## config.mk

```make
export PLATFORM = sky130hd
export DESIGN_NAME = operand_loader_flat
export DESIGN_NICKNAME = d
export VERILOG_FILES = /design/src/rtl/operand_loader_if.sv /design/src/rtl/operand_loader.sv /design/src/flat_wrapper.sv
export SDC_FILE = /design/constraint.sdc
export NUM_CORES = 1
export LEC_CHECK = 0
export BUFFER_PORTS_ARGS = -buffer_cell sky130_fd_sc_hd__buf_2
export CORE_UTILIZATION = 30
export CTS_CLUSTER_DIAMETER = 200
export DETAILED_ROUTE_END_ITERATION = 6
export GPL_ROUTABILITY_DRIVEN = 1
export GPL_TIMING_DRIVEN = 0
export SLEW_MARGIN = 10
export SYNTH_ARGS = -nofsm -noshare
export SYNTH_HDL_FRONTEND = slang
export SYNTH_SLANG_ARGS = --single-unit
export TNS_END_PERCENT = 5
```

## constraint.sdc

```tcl
create_clock -name clk -period 3 [get_ports clk]
set_input_delay 0.3 -clock clk [delete_from_list [all_inputs] [get_ports clk]]
set_output_delay 0.3 -clock clk [all_outputs]
set_load 0.05 [all_outputs]
```

## src/rtl/operand_loader_if.sv

```systemverilog
// Operand stream, datapath read port and controller handshake for operand_loader.
interface operand_loader_if #(
  parameter int unsigned DATA_W = 16,
  parameter int unsigned ADDR_W = 4
);
  logic              in_valid;
  logic [DATA_W-1:0] in_data;
  logic              in_ready;
  logic [ADDR_W-1:0] rd_addr;
  logic [DATA_W-1:0] rd_data;
  logic              done;
  logic              start;
  logic              busy;
  logic [ADDR_W:0]   fill_cnt;
  logic              zero_err;

  // Driven by upstream, datapath and controller.
  modport master (
    output in_valid, in_data, rd_addr, done,
    input  in_ready, rd_data, start, busy, fill_cnt, zero_err
  );

  // Driven by the loader.
  modport slave (
    input  in_valid, in_data, rd_addr, done,
    output in_ready, rd_data, start, busy, fill_cnt, zero_err
  );
endinterface

```

## src/rtl/operand_loader.sv

```systemverilog
// Buffers one batch of DEPTH operand words, launches the controller, and waits for done.
// Optional zero-operand substitution and sticky flag: define OPERAND_LOADER_ZERO_CHECK_EN.
module operand_loader #(
  parameter int unsigned DATA_W = 16,
  parameter int unsigned DEPTH  = 16,
  parameter int unsigned ADDR_W = 4
) (
  input  logic           clk,
  input  logic           rst,
  operand_loader_if.slave bus
);
  localparam int unsigned CNT_W = ADDR_W + 1;
  localparam logic [ADDR_W-1:0] LAST_ADDR = ADDR_W'(DEPTH - 1);

  typedef enum logic [1:0] {
    ST_FILL   = 2'd0,
    ST_LAUNCH = 2'd1,
    ST_WAIT   = 2'd2
  } state_t;

  state_t            state;
  state_t            state_nxt;
  logic [ADDR_W-1:0] wr_ptr;
  logic [CNT_W-1:0]  fill_cnt;
  logic              in_ready;
  logic              start;
  logic              busy;
  logic              zero_err;
  logic              accept_c;
  logic              release_c;
  logic              zero_word_c;
  logic [DATA_W-1:0] store_data_c;
  logic [DATA_W-1:0] mem [DEPTH];

  assign accept_c    = bus.in_valid & in_ready;
  assign zero_word_c = (bus.in_data == '0);

`ifdef OPERAND_LOADER_ZERO_CHECK_EN
  // A zero operand would stall the controller's leading-one search, so store 1.
  assign store_data_c = zero_word_c ? DATA_W'(1) : bus.in_data;
`else
  assign store_data_c = bus.in_data;
`endif

  // Next-state logic.
  always_comb begin
    state_nxt = state;
    release_c = 1'b0;
    case (state)
      ST_FILL: begin
        if (accept_c && (wr_ptr == LAST_ADDR)) begin
          state_nxt = ST_LAUNCH;
        end
      end
      ST_LAUNCH: begin
        state_nxt = ST_WAIT;
      end
      ST_WAIT: begin
        if (bus.done) begin
          state_nxt = ST_FILL;
          release_c = 1'b1;
        end
      end
      default: begin
        state_nxt = ST_FILL;
      end
    endcase
  end

  // State, counters and registered handshake outputs.
  always_ff @(posedge clk) begin
    if (rst) begin
      state    <= ST_FILL;
      wr_ptr   <= '0;
      fill_cnt <= '0;
      zero_err <= 1'b0;
      in_ready <= 1'b1;
      start    <= 1'b0;
      busy     <= 1'b0;
    end else begin
      state    <= state_nxt;
      in_ready <= (state_nxt == ST_FILL);
      start    <= (state_nxt == ST_LAUNCH);
      busy     <= (state_nxt != ST_FILL);
      if (release_c) begin
        wr_ptr   <= '0;
        fill_cnt <= '0;
        zero_err <= 1'b0;
      end else if (accept_c) begin
        wr_ptr   <= wr_ptr + ADDR_W'(1);
        fill_cnt <= fill_cnt + CNT_W'(1);
`ifdef OPERAND_LOADER_ZERO_CHECK_EN
        if (zero_word_c) begin
          zero_err <= 1'b1;
        end
`endif
      end
    end
  end

  // Register file keeps its contents across reset.
  always_ff @(posedge clk) begin
    if (accept_c) begin
      mem[wr_ptr] <= store_data_c;
    end
  end

  assign bus.rd_data  = mem[bus.rd_addr];
  assign bus.in_ready = in_ready;
  assign bus.start    = start;
  assign bus.busy     = busy;
  assign bus.fill_cnt = fill_cnt;
  assign bus.zero_err = zero_err;
endmodule

```

## src/flat_wrapper.sv

```systemverilog
// flat-port wrapper written by rule: the top's interface ports become plain ports
module operand_loader_flat 
#(
  parameter int unsigned DATA_W = 16,
  parameter int unsigned DEPTH  = 16,
  parameter int unsigned ADDR_W = 4
)
  (clk, rst, bus_in_valid, bus_in_data, bus_rd_addr, bus_done, bus_in_ready, bus_rd_data, bus_start, bus_busy, bus_fill_cnt, bus_zero_err);
  operand_loader_if #(.DATA_W(DATA_W), .ADDR_W(ADDR_W)) bus_i ();
  input  logic clk;
  input  logic rst;
  input wire logic [$bits(bus_i.in_valid)-1:0] bus_in_valid;
  input wire logic [$bits(bus_i.in_data)-1:0] bus_in_data;
  input wire logic [$bits(bus_i.rd_addr)-1:0] bus_rd_addr;
  input wire logic [$bits(bus_i.done)-1:0] bus_done;
  output wire logic [$bits(bus_i.in_ready)-1:0] bus_in_ready;
  output wire logic [$bits(bus_i.rd_data)-1:0] bus_rd_data;
  output wire logic [$bits(bus_i.start)-1:0] bus_start;
  output wire logic [$bits(bus_i.busy)-1:0] bus_busy;
  output wire logic [$bits(bus_i.fill_cnt)-1:0] bus_fill_cnt;
  output wire logic [$bits(bus_i.zero_err)-1:0] bus_zero_err;
  assign bus_i.in_valid = bus_in_valid;
  assign bus_i.in_data = bus_in_data;
  assign bus_i.rd_addr = bus_rd_addr;
  assign bus_i.done = bus_done;
  assign bus_in_ready = bus_i.in_ready;
  assign bus_rd_data = bus_i.rd_data;
  assign bus_start = bus_i.start;
  assign bus_busy = bus_i.busy;
  assign bus_fill_cnt = bus_i.fill_cnt;
  assign bus_zero_err = bus_i.zero_err;
  operand_loader #(.DATA_W(DATA_W), .DEPTH(DEPTH), .ADDR_W(ADDR_W)) u_core (.clk(clk), .rst(rst), .bus(bus_i));
endmodule
```

==> results of run 1 <==
==> per-layer routing <==
| metal | wire (µm) | global-route usage (%) |
|---|---|---|
| met1 | 9570 | 17.2 |
| met2 | 11300 | 22.2 |
| met3 | 1090 | 2.08 |
| met4 | 431 | 3.06 |
| met5 | 0 | 0 |
==> registers in the layout, summed over array words and instances (netlist names) <==
register / flops
u_core.state: 2
u_core.bus.busy: 1
u_core.bus.fill_cnt: 5
u_core.bus.start: 1
u_core.bus.in_ready: 1
u_core.wr_ptr: 4
u_core.mem: 256
==> what timing repair did <==
| item | 4_1_cts | 5_1_grt |
|---|---|---|
| hold buffers | 1 | 0 |
| hold endpoints to repair | 1 | 0 |
| setup buffers | 0 | 0 |
==> through the flow <==
stage	cells	utilization, %	area, µm²
global route	1048	36.4	12300
detailed placement	995	33.8	11400
CTS	1048	36.4	12300
global placement	975	32.9	11100
finish	1048	36.4	12300
floorplan	482	-	10300
==> power by group through the flow <==
stage	logic [mW]	registers [mW]	clock network, mW
global route	0.531	4.19	3.45
CTS	0.503	4.19	3.33
finish	0.492	4.19	3.25
global placement	0.472	4.26	0
floorplan	0.304	4.27	0
detailed placement	0.501	4.26	0
==> worst max path at each step <==
stage                                    from               end  slack, ns
after floorplan           u_core.bus.in_ready  u_core.mem[0][0]       0.20
after CTS                      bus_rd_addr[2]    bus_rd_data[8]       0.62
final                          bus_rd_addr[2]    bus_rd_data[8]       0.63
after global placement           bus_in_valid  u_core.mem[0][1]      -0.98
after detailed placement       bus_rd_addr[2]    bus_rd_data[8]       0.63
after global routing           bus_rd_addr[2]    bus_rd_data[8]       0.55
==> critical path, cell delays in order <==
cell and delay (ns):
buf_2 0.12, nor2_1 0.62, buf_2 0.44, a22oi_1 0.19, nand2_1 0.12, buf_2 0.27
==> cell usage after synthesis (all sizes together) <==
| library cell | count |
|---|---|
| edfxtp | 256 |
| mux4 | 64 |
| a22oi | 32 |
| nand2 | 27 |
| buf | 20 |
| nor2 | 18 |
| dfxtp | 14 |
| a21oi | 6 |
| nor3 | 6 |
| clkbuf | 5 |
| ha | 5 |
| nand3 | 5 |
| or3 | 4 |
| nand2b | 3 |
| o21ai | 3 |
| and2 | 2 |
| inv | 2 |
| nor2b | 2 |
| xnor2 | 2 |
| xor2 | 2 |
| conb | 1 |
| o21bai | 1 |
| or2 | 1 |
| or3b | 1 |
==> kinds of logic after synthesis <==
group	Yosys count	synth area share (%)
xor+xnor	4	0.340
simple gates	69	2.99
fa+ha+maj	5	0.607
other cells	1	0.0364
buf+inv	27	1.57
mux	64	14.3
compound gates	42	2.84
flops	270	77.3
==> cell type report <==
cell class | count | area (µm²)
Fill cell | 3099 | 21400
Sequential cell | 270 | 7970
Multi-Input combinational cell | 185 | 2230
Clock buffer | 40 | 767
Tap cell | 448 | 561
Timing Repair Buffer | 66 | 472
Buffer | 25 | 154
Clock inverter | 12 | 103
Inverter | 2 | 7.51
==> flow_summary_export.csv, run 1 <==
group,metric,value,unit
global_routing,gr-total-overflow,0,
critical_path,crit_arrival,2.07,ns
pwr,power_density,647,nW/µm²
flow_run,drv_cap,0,
synthesis,yosysWarnings,0,
critical_path,r2r_end,"u_core.mem[6][2]",
final_layout,area_delta_synth_final,18.9,%
pwr,clkPwrFrac,41.0,%
synthesis,synthCells,482,
global_routing,grt_max_degree,17,
timing,rsz0062_at_grt,"false",
synthesis,yosysUniqueCellTypes,29,
critical_path,startpoint_type,"input pin",
timing,fmax,0.423,GHz
floorplanning,ios,49,
pwr,p_sw,1.65,mW
clocking,cts_tree,"done",
final_layout,diodes,0,
floorplanning,initial_core_util,30.6,%
route,wirelength,22.4,mm
timing,setup_tns,0,ns
timing,final.setup.worst_slack,0.634,ns
floorplanning,die_y,187,µm
hold_path,min_path_type,"input pin to register",
synthesis,syn_nets,511,
floorplanning,fp.dieW,187,µm
floorplanning,coreArea,33700,µm²
clocking,root_buffer,"clkbuf_16",
pwr,p_comb_share,6.2,%
hold_path,worstHoldPathCells,3,
global_routing,grtUsageTotal,12.9,%
pwr,ir_worst_vdd,0.296,mV
final_layout,drive_above_1_share,32.0,%
floorplanning,row_count,67,
route,vias,4992,
route,vias_per_cell,4.76,
synthesis,avgSynthCellArea,21.4,µm²
route,drcViolationCount,0,
critical_path,setup.worst_path.class,"input pin to primary output",
synthesis,synth_top_area_cell,"edfxtp_1",
pwr,total_power,7.93,mW
critical_path,setup.worst_path.end_class,"primary output",
critical_path,reg2regPathDepth,5,
place,dp_slack,0.626,ns
outcome,status,"finished clean",
synthesis,synth.area.top_cells,"edfxtp_1, mux4_2, dfxtp_1, mux4_1, a22oi_1",
global_routing,grt_pass1_wl,33.8,mm
pwr,swShare,20.9,%
global_routing,antenna_found_initial,0,
synthesis,synth_seq_cells,270,
timing,fin_crit_sh,78.9,%
timing,final-setup-viol-count,0,
final_layout,final_common_cell,"edfxtp_1",
route,drtIter0Drc,488,
clocking,htreeDepth,1,
clocking,cts_resized,0,
timing,worst_pin_slew,0.802,ns
timing,fin_worst_skew,0.00666,ns
final_layout,final_cell_mix,"edfxtp_1, buf_2, mux4_2",
place,hpwl,15.5,mm
clocking,cts-buffers-inserted,28,
place,io_buffers,45,
pwr,leakagePower,4.01,nW
timing,fin_hold_ws,0.0934,ns
timing,slew_headroom,46.3,%
floorplanning,dieArea,35100,µm²
timing,drv_slew,0,
clocking,worstSkewPairLatency,0.53,ns
timing,finalHoldViolations,0,
global_routing,grt_pass1_vias,5330,
synthesis,netlist_area,10300,µm²
synthesis,ys_seq_area_share,77.3,%
clocking,cts_num_sinks,270,
critical_path,worstReg2RegStart,"u_core.bus.in_ready",
critical_path,worstPathMaxFanout,10,
critical_path,required,2.70,ns
route,wl_per_cell,21.3,µm
route,dr.pass1.iters,6,
route,antenna_left,0,
clocking,cts_buffer_depth,3,
clocking,clkTransAtPathRegs,0.06,ns
place,gp_congestion,0.716,
hold_path,min_to,"u_core.state[1]",
critical_path,r2r_setup_slack,0.72,ns
timing,post-route-min-period,2.37,ns
pwr,internal_power,6.27,mW
hold_path,worstHoldStart,"bus_done",
synthesis,synth_top_area_share,74.6,%
pwr,seqPwrFrac,52.8,%
final_layout,nNetsFinal,607,
Power figures use the tool's default switching activity.
==> run 2, diff against run 1 <==
- clock period: 3 -> 1.95 ns (I/O delays scaled with it)
==> run 2 against run 1 <==
The flow now finishes with violations (setup timing). Die area is the same. Critical path depth shrank 2. Setup slack lost 0.76 ns. Cell count shrank 1.3%. Clock power grew 64%. Hold slack lost 0.057 ns. First-iteration DRC count shrank 2.9%. Via count shrank 0.20%. Sequential cell count is the same. Global-route usage shrank 0.19 points.
==> flow_summary_export.csv, run 2 (synthesis gave the netlist of run 1 again) <==
group,metric,value,unit
floorplanning,coreArea,33700,µm²
final_layout,nNetsFinal,594,
route,wl_per_cell,21.4,µm
clocking,htreeDepth,1,
clocking,clkTransAtPathRegs,0.06,ns
timing,final.setup.worst_slack,-0.129,ns
timing,rsz0062_at_grt,"true",
hold_path,min_path_type,"input pin to register",
final_layout,diodes,0,
clocking,cts-buffers-inserted,28,
final_layout,largestRegisters,"u_core.mem (256), u_core.bus.fill_cnt (5), u_core.wr_ptr (4)",
pwr,leakagePower,3.99,nW
route,drtIter0Drc,474,
timing,fin_crit_sh,107,%
floorplanning,dieArea,35100,µm²
floorplanning,row_count,67,
pwr,ir_worst_vdd,0.675,mV
route,dr.pass1.iters,5,
timing,final-setup-viol-count,32,
global_routing,grt_pass1_wl,33.2,mm
place,dp_cells,978,
clocking,worstSkewPairLatency,0.53,ns
clocking,cts_tree,"done",
timing,setup_tns,-2.44,ns
clocking,cts_num_sinks,270,
route,wirelength,22.2,mm
global_routing,grt_max_degree,17,
final_layout,final_common_cell,"edfxtp_1",
timing,finalHoldViolations,0,
final_layout,nFillCells,3072,
floorplanning,die_y,187,µm
clocking,root_buffer,"clkbuf_16",
clocking,cts_buffer_depth,3,
floorplanning,initial_core_util,30.6,%
final_layout,area_delta_synth_final,21.9,%
final_layout,fin_cells,1034,
final_layout,largest_reg_flops,256,
place,hpwl,13.6,mm
final_layout,regMostFlops,"u_core.mem",
timing,worst_pin_slew,1.12,ns
route,vias_per_cell,4.82,
timing,slew_headroom,24.8,%
route,vias,4982,
timing,fmax,0.481,GHz
critical_path,required,1.75,ns
pwr,power_density,1010,nW/µm²
critical_path,crit_arrival,1.88,ns
timing,post-route-min-period,2.08,ns
final_layout,fin_area,12600,µm²
route,antenna_left,0,
final_layout,drive_above_1_share,41.0,%
critical_path,setup.worst_path.class,"register to primary output",
timing,fin_worst_skew,0.00918,ns
critical_path,worstPathMaxFanout,1,
critical_path,startpoint_type,"register",
final_layout,regArea,7980,µm²
route,drcViolationCount,0,
global_routing,grtUsageTotal,12.7,%
timing,fin_hold_ws,0.0366,ns
floorplanning,fp.dieW,187,µm
timing,drv_slew,0,
final_layout,final_cell_mix,"edfxtp_1, mux4_2, buf_2",
final_layout,multi_input_area,2460,µm²
critical_path,setup.worst_path.end_class,"primary output",
flow_run,drv_cap,0,
global_routing,antenna_found_initial,0,
floorplanning,ios,49,
place,gp_congestion,0.701,
place,io_buffers,45,
outcome,failed_checks,"setup timing",
outcome,status,"finished with violations",
place,dpl_cell_area,11200,µm²
global_routing,grt_pass1_vias,5386,
global_routing,gr-total-overflow,0,
-- run 2: cell types whose count changed in the layout (fill, tap and decap cells not counted), sizes merged --
cell         before  now
buf              85   74
dlygate4sd3       1    2
bufinv            2    4
clkinv           10   12
clkbuf           45   37
-- run 2: what timing repair did --
action / 4_1_cts / 5_1_grt
cloned: 0 / 0
hold buffers: 2 / 0
gates resized for setup: 82 / 16
setup endpoints to repair: 266 / 172
pin swaps: 26 / 5
buffers inserted: 4 / 1
hold endpoints to repair: 4 / 0
-- run 2: cell type report --
| type | instances | area share, % |
|---|---|---|
| multi-input combinational | 185 | 19.5 |
| sequential | 270 | 63.5 |
| inverter | 2 | 0.0597 |
| clock buffer | 35 | 5.95 |
| tap | 448 | 4.46 |
| buffer | 23 | 1.22 |
| timing repair buffer | 55 | 3.90 |
| clock inverter | 16 | 1.40 |
-- run 2: path summary, 6_finish.rpt --
check	from	end	slack, ns	cells after the start
max	u_core.mem[11][9]	bus_rd_data[9]	-0.13	4
min	bus_in_data[4]	u_core.mem[1][4]	0.04	1
max reg2reg	u_core.bus.in_ready	u_core.mem[1][1]	-0.09	4
min reg2reg	u_core.wr_ptr[1]	u_core.wr_ptr[1]	0.51	2
-- run 2: power breakdown --
group,switching [mW],internal (mW)
Clock,2.09,3.23
Combinational,0.544,0.326
Sequential,0.0262,6.42
Total,2.66,9.97
-- run 2: per-layer routing --
layer | track usage, % | vias to the layer above | wire length (µm)
li1 | - | 2161 | -
met1 | 17.0 | 2648 | 9700
met2 | 21.7 | 134 | 11000
met3 | 2.03 | 39 | 994
met4 | 3.03 | 0 | 447
met5 | 0 | - | 0
-- run 2: metrics by stage --
stage                     util (%)  setup WS [ns]  power (mW)
after detailed placement      33.3         -0.615        7.33
final                         37.3         -0.129        12.6
after floorplan                  -         -0.171        7.05
after CTS                     37.1         -0.369        12.7
after global placement        33.2          -1.01        7.30
after global routing          37.3         -0.246        13.0
-- run 2: critical path, cell delays in order, from the launching register on --
cell and delay [ns]:
edfxtp_1 0.36, mux4_2 0.49, a22oi_2 0.21, nand2_1 0.13
buf_6 0.17
